## src/rtl/re_demapper.sv

```systemverilog
// RE demapper: pulls one PUSCH allocation out of the I/Q grid and streams it as valid/ready REs.
// RE_DEMAPPER_DMRS_OUT_EN: when defined, the DMRS symbol (even subcarriers) is read and streamed too.
module re_demapper #(
    parameter int FFT_Len  = 18,
    parameter int Total_Sc = 1200
) (
    input  logic                      CLK_RE,
    input  logic                      RST_RE,
    input  logic                      Start,
    input  logic [10:0]               N_sc,
    input  logic [6:0]                N_rb,
    input  logic [3:0]                Sym_Start,
    input  logic [3:0]                Sym_End,
    output logic                      Rd_en,
    output logic [3:0]                Rd_sym,
    output logic [10:0]               Rd_addr,
    input  logic signed [FFT_Len-1:0] Rd_I,
    input  logic signed [FFT_Len-1:0] Rd_Q,
    output logic signed [FFT_Len-1:0] Data_I,
    output logic signed [FFT_Len-1:0] Data_Q,
    output logic                      Data_Valid,
    input  logic                      Data_Ready,
    output logic signed [FFT_Len-1:0] Dmrs_I,
    output logic signed [FFT_Len-1:0] Dmrs_Q,
    output logic                      Dmrs_Valid,
    output logic                      Busy,
    output logic                      Sym_Done,
    output logic                      DEM_Done,
    output logic                      Cfg_Err
);

    typedef enum logic [1:0] {IDLE, RD_DMRS, RD_DATA, DRAIN} state_t;

    localparam logic [11:0] TOTAL_SC_W = 12'(Total_Sc);

    state_t      state_q;
    logic [10:0] nsc_q;
    logic [11:0] last_q;
    logic [3:0]  send_q;
    logic [10:0] addr_q;
    logic [3:0]  sym_q;
    logic        inflight_q, infl_dmrs_q, infl_last_q;
    logic        done_q, err_q;

    logic signed [FFT_Len-1:0] fi_q [2];
    logic signed [FFT_Len-1:0] fq_q [2];
    logic                      fd_q [2];
    logic                      fl_q [2];
    logic                      wr_ptr_q, rd_ptr_q;
    logic [1:0]                occ_q, occ_d;

    logic [11:0] last_in;
    logic        cfg_bad, reading, rd_last, head_valid, head_dmrs, pop;

    assign last_in = {1'b0, N_sc} + ({5'd0, N_rb} * 12'd12) - 12'd1;
    assign cfg_bad = (N_rb == 7'd0) || (last_in >= TOTAL_SC_W) || (Sym_End < Sym_Start);

    assign head_valid = (occ_q != 2'd0);
    assign head_dmrs  = fd_q[rd_ptr_q];
    assign pop        = head_valid && Data_Ready;
    // occ_d is also the skid-buffer load seen by a read issued now, so a same-cycle pop frees a slot
    assign occ_d      = occ_q + {1'b0, inflight_q} - {1'b0, pop};
    assign reading    = (state_q == RD_DMRS) || (state_q == RD_DATA);

    always_comb begin
        rd_last = 1'b0;
        if (state_q == RD_DMRS) begin
            rd_last = ({1'b0, addr_q} == (last_q - 12'd1));
        end else if (state_q == RD_DATA) begin
            rd_last = ({1'b0, addr_q} == last_q);
        end
    end

    assign Rd_en   = reading && (occ_d < 2'd2);
    assign Rd_sym  = Rd_en ? sym_q : '0;
    assign Rd_addr = Rd_en ? addr_q : '0;

    always_ff @(posedge CLK_RE or negedge RST_RE) begin
        if (!RST_RE) begin
            state_q     <= IDLE;
            nsc_q       <= '0;
            last_q      <= '0;
            send_q      <= '0;
            addr_q      <= '0;
            sym_q       <= '0;
            inflight_q  <= 1'b0;
            infl_dmrs_q <= 1'b0;
            infl_last_q <= 1'b0;
            done_q      <= 1'b0;
            err_q       <= 1'b0;
        end else begin
            done_q      <= 1'b0;
            err_q       <= 1'b0;
            inflight_q  <= Rd_en;
            infl_dmrs_q <= (state_q == RD_DMRS);
            infl_last_q <= rd_last;
            case (state_q)
                IDLE: begin
                    if (Start) begin
                        if (cfg_bad) begin
                            err_q  <= 1'b1;
                            done_q <= 1'b1;
                        end else begin
                            nsc_q  <= N_sc;
                            last_q <= last_in;
                            send_q <= Sym_End;
                            addr_q <= N_sc;
`ifdef RE_DEMAPPER_DMRS_OUT_EN
                            sym_q   <= Sym_Start;
                            state_q <= RD_DMRS;
`else
                            sym_q   <= Sym_Start + 4'd1;
                            state_q <= (Sym_End == Sym_Start) ? DRAIN : RD_DATA;
`endif
                        end
                    end
                end
                RD_DMRS: begin
                    if (Rd_en) begin
                        if (rd_last) begin
                            sym_q   <= sym_q + 4'd1;
                            addr_q  <= nsc_q;
                            state_q <= (send_q == sym_q) ? DRAIN : RD_DATA;
                        end else begin
                            addr_q <= addr_q + 11'd2;
                        end
                    end
                end
                RD_DATA: begin
                    if (Rd_en) begin
                        if (rd_last) begin
                            sym_q   <= sym_q + 4'd1;
                            addr_q  <= nsc_q;
                            state_q <= (send_q == sym_q) ? DRAIN : RD_DATA;
                        end else begin
                            addr_q <= addr_q + 11'd1;
                        end
                    end
                end
                DRAIN: begin
                    if (!head_valid && !inflight_q) begin
                        done_q  <= 1'b1;
                        state_q <= IDLE;
                    end
                end
                default: state_q <= IDLE;
            endcase
        end
    end

    // Grid data arrives one cycle after Rd_en; the read-side throttle guarantees a free slot
    always_ff @(posedge CLK_RE or negedge RST_RE) begin
        if (!RST_RE) begin
            for (int unsigned i = 0; i < 2; i++) begin
                fi_q[i] <= '0;
                fq_q[i] <= '0;
                fd_q[i] <= 1'b0;
                fl_q[i] <= 1'b0;
            end
            wr_ptr_q <= 1'b0;
            rd_ptr_q <= 1'b0;
            occ_q    <= '0;
        end else begin
            if (inflight_q) begin
                fi_q[wr_ptr_q] <= Rd_I;
                fq_q[wr_ptr_q] <= Rd_Q;
                fd_q[wr_ptr_q] <= infl_dmrs_q;
                fl_q[wr_ptr_q] <= infl_last_q;
                wr_ptr_q       <= ~wr_ptr_q;
            end
            if (pop) begin
                rd_ptr_q <= ~rd_ptr_q;
            end
            occ_q <= occ_d;
        end
    end

    assign Data_Valid = head_valid && !head_dmrs;
    assign Data_I     = Data_Valid ? fi_q[rd_ptr_q] : '0;
    assign Data_Q     = Data_Valid ? fq_q[rd_ptr_q] : '0;
`ifdef RE_DEMAPPER_DMRS_OUT_EN
    assign Dmrs_Valid = head_valid && head_dmrs;
    assign Dmrs_I     = Dmrs_Valid ? fi_q[rd_ptr_q] : '0;
    assign Dmrs_Q     = Dmrs_Valid ? fq_q[rd_ptr_q] : '0;
`else
    assign Dmrs_Valid = 1'b0;
    assign Dmrs_I     = '0;
    assign Dmrs_Q     = '0;
`endif
    assign Sym_Done   = pop && fl_q[rd_ptr_q];
    assign Busy       = (state_q != IDLE);
    assign DEM_Done   = done_q;
    assign Cfg_Err    = err_q;

endmodule

```

## config.mk

```make
export PLATFORM = sky130hd
export DESIGN_NAME = re_demapper
export DESIGN_NICKNAME = d
export VERILOG_FILES = /design/src/rtl/re_demapper.sv
export SDC_FILE = /design/constraint.sdc
export NUM_CORES = 1
export LEC_CHECK = 0
export ABC_AREA = 0
export CAP_MARGIN = 0
export CORE_AREA = 2 2 130 132
export DETAILED_ROUTE_END_ITERATION = 10
export DIE_AREA = 0 0 132 134
export PLACE_DENSITY = 0.81
export SLEW_MARGIN = 20
export SYNTH_ARGS = -nofsm -noshare
export SYNTH_HDL_FRONTEND = slang
export SYNTH_SLANG_ARGS = --single-unit
```

## constraint.sdc

```tcl
create_clock -name CLK_RE -period 3.6 [get_ports CLK_RE]
set_clock_uncertainty 0.15 [all_clocks]
set_input_delay 0.36 -clock CLK_RE [delete_from_list [all_inputs] [get_ports CLK_RE]]
set_output_delay 0.36 -clock CLK_RE [all_outputs]
set_load 0.02 [all_outputs]
```

==> flow_summary.ini <==
[critical_path]
cp.buffers_inverters = 3
crit_path_max_incr_delay_ps = 530
crit_path_start = N_rb[1]
critical_path.endpoint = addr_q[0]$_DFFE_PN0P_
crit_path_start_kind = input pin
critical_path.top_delay_family = compound AO/OA/AOI/OAI gates
reg2reg_to = addr_q[5]$_DFFE_PN0P_
cp_max_fo = 4
r2r_slack_ps = 170
cp.depth = 20
cp.arrival_ps = 4260
cp_cell_sequence = buf_8, ha_4, a21o_1, a21oi_2, nor2b_1, o21ai_2, nand2b_4, xor2_1, ha_1, inv_2, ha_4, a21o_1, a21oi_4, xnor2_4, or4_4, o22a_4, buf_12, o31ai_4, a21boi_4, mux2_4
path_class = input pin to flip-flop
reg2reg_depth = 11
reg2reg_from = last_q[0]$_DFFE_PN0P_
end_kind = flip-flop
critPathRequiredTime_ps = 3760
critPathSlowestCell = or4_4

[synth]
post-synth-top-area-cell = dfrtp_1
avgSynthCellArea_um2 = 10.3
synth_ff_type = dfrtp_1
ys_ff_latch = 129
synthMuxAreaShare_pct = 20.2
synthAdderAreaFrac_pct = 7.41
yosys.area.top_type_share_pct = 38.1
yosys-top-cells-area = dfrtp_1, mux2_2, ha_1, mux2i_1, buf_4
synth_compound_area_share_pct = 11.2
synth_top_family_by_area = multiplexers
synth_cell_types = 77
yosysWarnings = 0
synth_simple_gate_area_share_pct = 10.4
syn-instance-count = 825
postSynth.asyncResetShare_pct = 100
yosysSeqAreaShare_pct = 38.1
synth_edf_count = 0
netlist_area_mm2 = 0.00848
synth_xor_xnor_area_share_pct = 4.34

[clock_tree]
clock_latency_ps = 420
cts_buffers = 17
cts_tree = done
clock-sinks = 129
cts_max_level = 4
clk_path_buf_depth = 2
clockRootBuffer = clkbuf_16
path_clk_slew_ps = 60

[floorplan]
ios = 160
fp.dieArea_mm2 = 0.0177
num_rows = 47
die_w_um = 132
die_y_um = 134
coreArea_mm2 = 0.0163
initial_core_util_pct = 52.0

[power_and_ir_drop]
power_density_mw_per_mm2 = 1030
combPwrFrac_pct = 61.1
p_int_mw = 6.95
ir_drop_uv = 567
netSwitchingFraction_pct = 41.5
p_total_mw = 11.9
p_leak_nw = 5.40
seq_power_share_pct = 23.3
p_switching_mw = 4.93
p_clk_share_pct = 15.6

[finish]
drive_above_1_share_pct = 30.0
antenna_cells = 0
area_delta_synth_final_pct = 35.6
num-fill-cells = 1112
seq_area_mm2 = 0.00323
final_cells = 1259
final_core_util_pct = 70.5
nets = 1141
multiInputGateArea_mm2 = 0.00501

[sta]
rsz0062_at_grt = true
finalHoldViolations = 0
tightest_slew_ps = 975
fin_ws_ps = -501
fmax_ghz = 0.244
setup-tns-final_ps = -19530
slew_headroom_pct = 35.0
fin_crit_ps = 4100
slew_viol_final = 0
fin_crit_sh_pct = 114
finalSetupViolCount = 46

[detailed_routing]
first_pass_iters = 5
ant_nets = 0
postRouteWirelength_um = 22600
routed_via_density = 5.54
via_count = 6969
wire_per_inst_um = 17.9
first_iter_violations = 419
drc_errors = 0

[global_routing]
grt.total_usage_pct = 25.8
overflow = 0
grt_first_pass_wirelength_um = 36400
grt_max_degree = 76
grt_pass1_vias = 7110
grt_antenna_before_repair = 0

[hold_path]
hold_class = flip-flop to flip-flop

[place]
post-place-ws_ps = -1310
numPlacedInstances = 1207
port_buffers = 122
dpl.hpwl_um = 14900
gp_congestion = 0.879

[status]
status = finished, violations left
violations = setup timing

[flow_run]
drv_cap = 0
per-stage QoR:
stage	hold slack (ps)	area (µm²)
after floorplan	-85.6	8720
after global placement	335	10400
after detailed placement	344	10400
after CTS	357	11400
after global routing	365	11500
final	354	11500
synthesized netlist by cell type, types with 4 or more instances:
| cell | count |
|---|---|
| a21o_1 | 7 |
| a21oi_1 | 33 |
| a31oi_1 | 12 |
| and2_1 | 16 |
| and3_1 | 4 |
| buf_1 | 7 |
| buf_4 | 39 |
| clkbuf_1 | 28 |
| dfrtp_1 | 129 |
| ha_1 | 47 |
| inv_1 | 66 |
| mux2_2 | 91 |
| mux2_4 | 17 |
| mux2i_1 | 43 |
| nand2_1 | 26 |
| nand2b_1 | 7 |
| nand3_1 | 8 |
| nand4_1 | 7 |
| nor2_1 | 70 |
| nor2b_1 | 5 |
| nor3_1 | 8 |
| o211ai_1 | 5 |
| o21a_1 | 4 |
| o21ai_0 | 25 |
| o22a_1 | 5 |
| xnor2_1 | 27 |
| xor2_1 | 15 |
cell type report:
| cell class | instances | area share, % |
|---|---|---|
| Multi-Input combinational cell | 587 | 43.6 |
| Sequential cell | 129 | 28.1 |
| Timing Repair Buffer | 225 | 18.2 |
| Clock buffer | 18 | 3.82 |
| Tap cell | 220 | 2.40 |
| Inverter | 66 | 2.16 |
| Clock inverter | 14 | 1.73 |
placed cells by master, fill, tap and decap left out, types with 6 or more instances in the layout:
cell type and instances:
dfrtp_1 128, clkdlybuf4s50_1 103, buf_4 87, mux2_2 85, nor2_1 68, inv_1 61
mux2i_1 43, conb_1 37, ha_1 36, a21oi_1 27, nand2_1 26, xnor2_1 23
mux2_4 23, o21ai_0 19, clkbuf_16 17, xor2_1 14, and2_1 14, buf_6 14
dlygate4sd2_1 13, a31oi_1 12, ha_4 10, nand3_1 8, a21o_1 7, o21ai_2 7
nand4_1 7, nand2b_1 6
routing by layer:
metal	track usage [%]	routed length, µm	up-vias
li1	-	-	3207
met5	0	0	-
met2	45.4	11300	283
met1	31.6	9330	3418
met4	10.4	705	0
met3	4.57	1250	61
kinds of logic (layout without fill, tap and decap cells):
| group | Yosys count | count (layout) |
|---|---|---|
| AND/OR/NAND/NOR | 173 | 173 |
| other | 1 | 37 |
| XOR/XNOR | 42 | 42 |
| buffers and inverters | 145 | 323 |
| adder cells (fa/ha/maj) | 49 | 49 |
| flip-flops | 129 | 129 |
| AO/OA/AOI/OAI | 135 | 135 |
| multiplexers | 151 | 151 |
power by group through the flow:
stage / Sequential (mW) / Combinational, mW / Clock (mW)
floorplan: 2.46 / 4.49 / 0
global route: 2.85 / 7.73 / 1.93
finish: 2.77 / 7.26 / 1.85
CTS: 2.74 / 6.98 / 1.86
detailed placement: 2.74 / 6.73 / 0
global placement: 2.69 / 6.55 / 0
state kept, by name, summed over array words and instances, names as in the netlist:
| name | flops |
|---|---|
| infl_last_q | 1 |
| occ_q | 2 |
| nsc_q | 11 |
| Cfg_Err | 1 |
| DEM_Done | 1 |
| addr_q | 11 |
| fq_q | 36 |
| fd_q | 2 |
| infl_dmrs_q | 1 |
| inflight_q | 1 |
| state_q | 2 |
| fi_q | 36 |
| fl_q | 2 |
| sym_q | 4 |
| wr_ptr_q | 1 |
| rd_ptr_q | 1 |
| send_q | 4 |
| last_q | 12 |
what timing repair did:
item,in CTS,in global routing
endpoints found under the setup margin,58,62
hold buffers,1,0
resized for setup,68,28
endpoints found under the hold margin,63,0
pin swaps,23,26
cloned,3,0
setup buffers,13,7
worst min-delay path by stage:
stage,cells past startpoint,end,startpoint
final,1,fq_q[17]$_DFFE_PN0P_,fq_q[17]$_DFFE_PN0P_
after global routing,1,fi_q[31]$_DFFE_PN0P_,fi_q[31]$_DFFE_PN0P_
after CTS,1,fi_q[30]$_DFFE_PN0P_,fi_q[30]$_DFFE_PN0P_
after detailed placement,1,nsc_q[6]$_DFFE_PN0P_,nsc_q[6]$_DFFE_PN0P_
after global placement,1,fi_q[6]$_DFFE_PN0P_,fi_q[6]$_DFFE_PN0P_
after floorplan,0,Cfg_Err$_DFF_PN0_,RST_RE
Power figures use the tool's default switching activity.
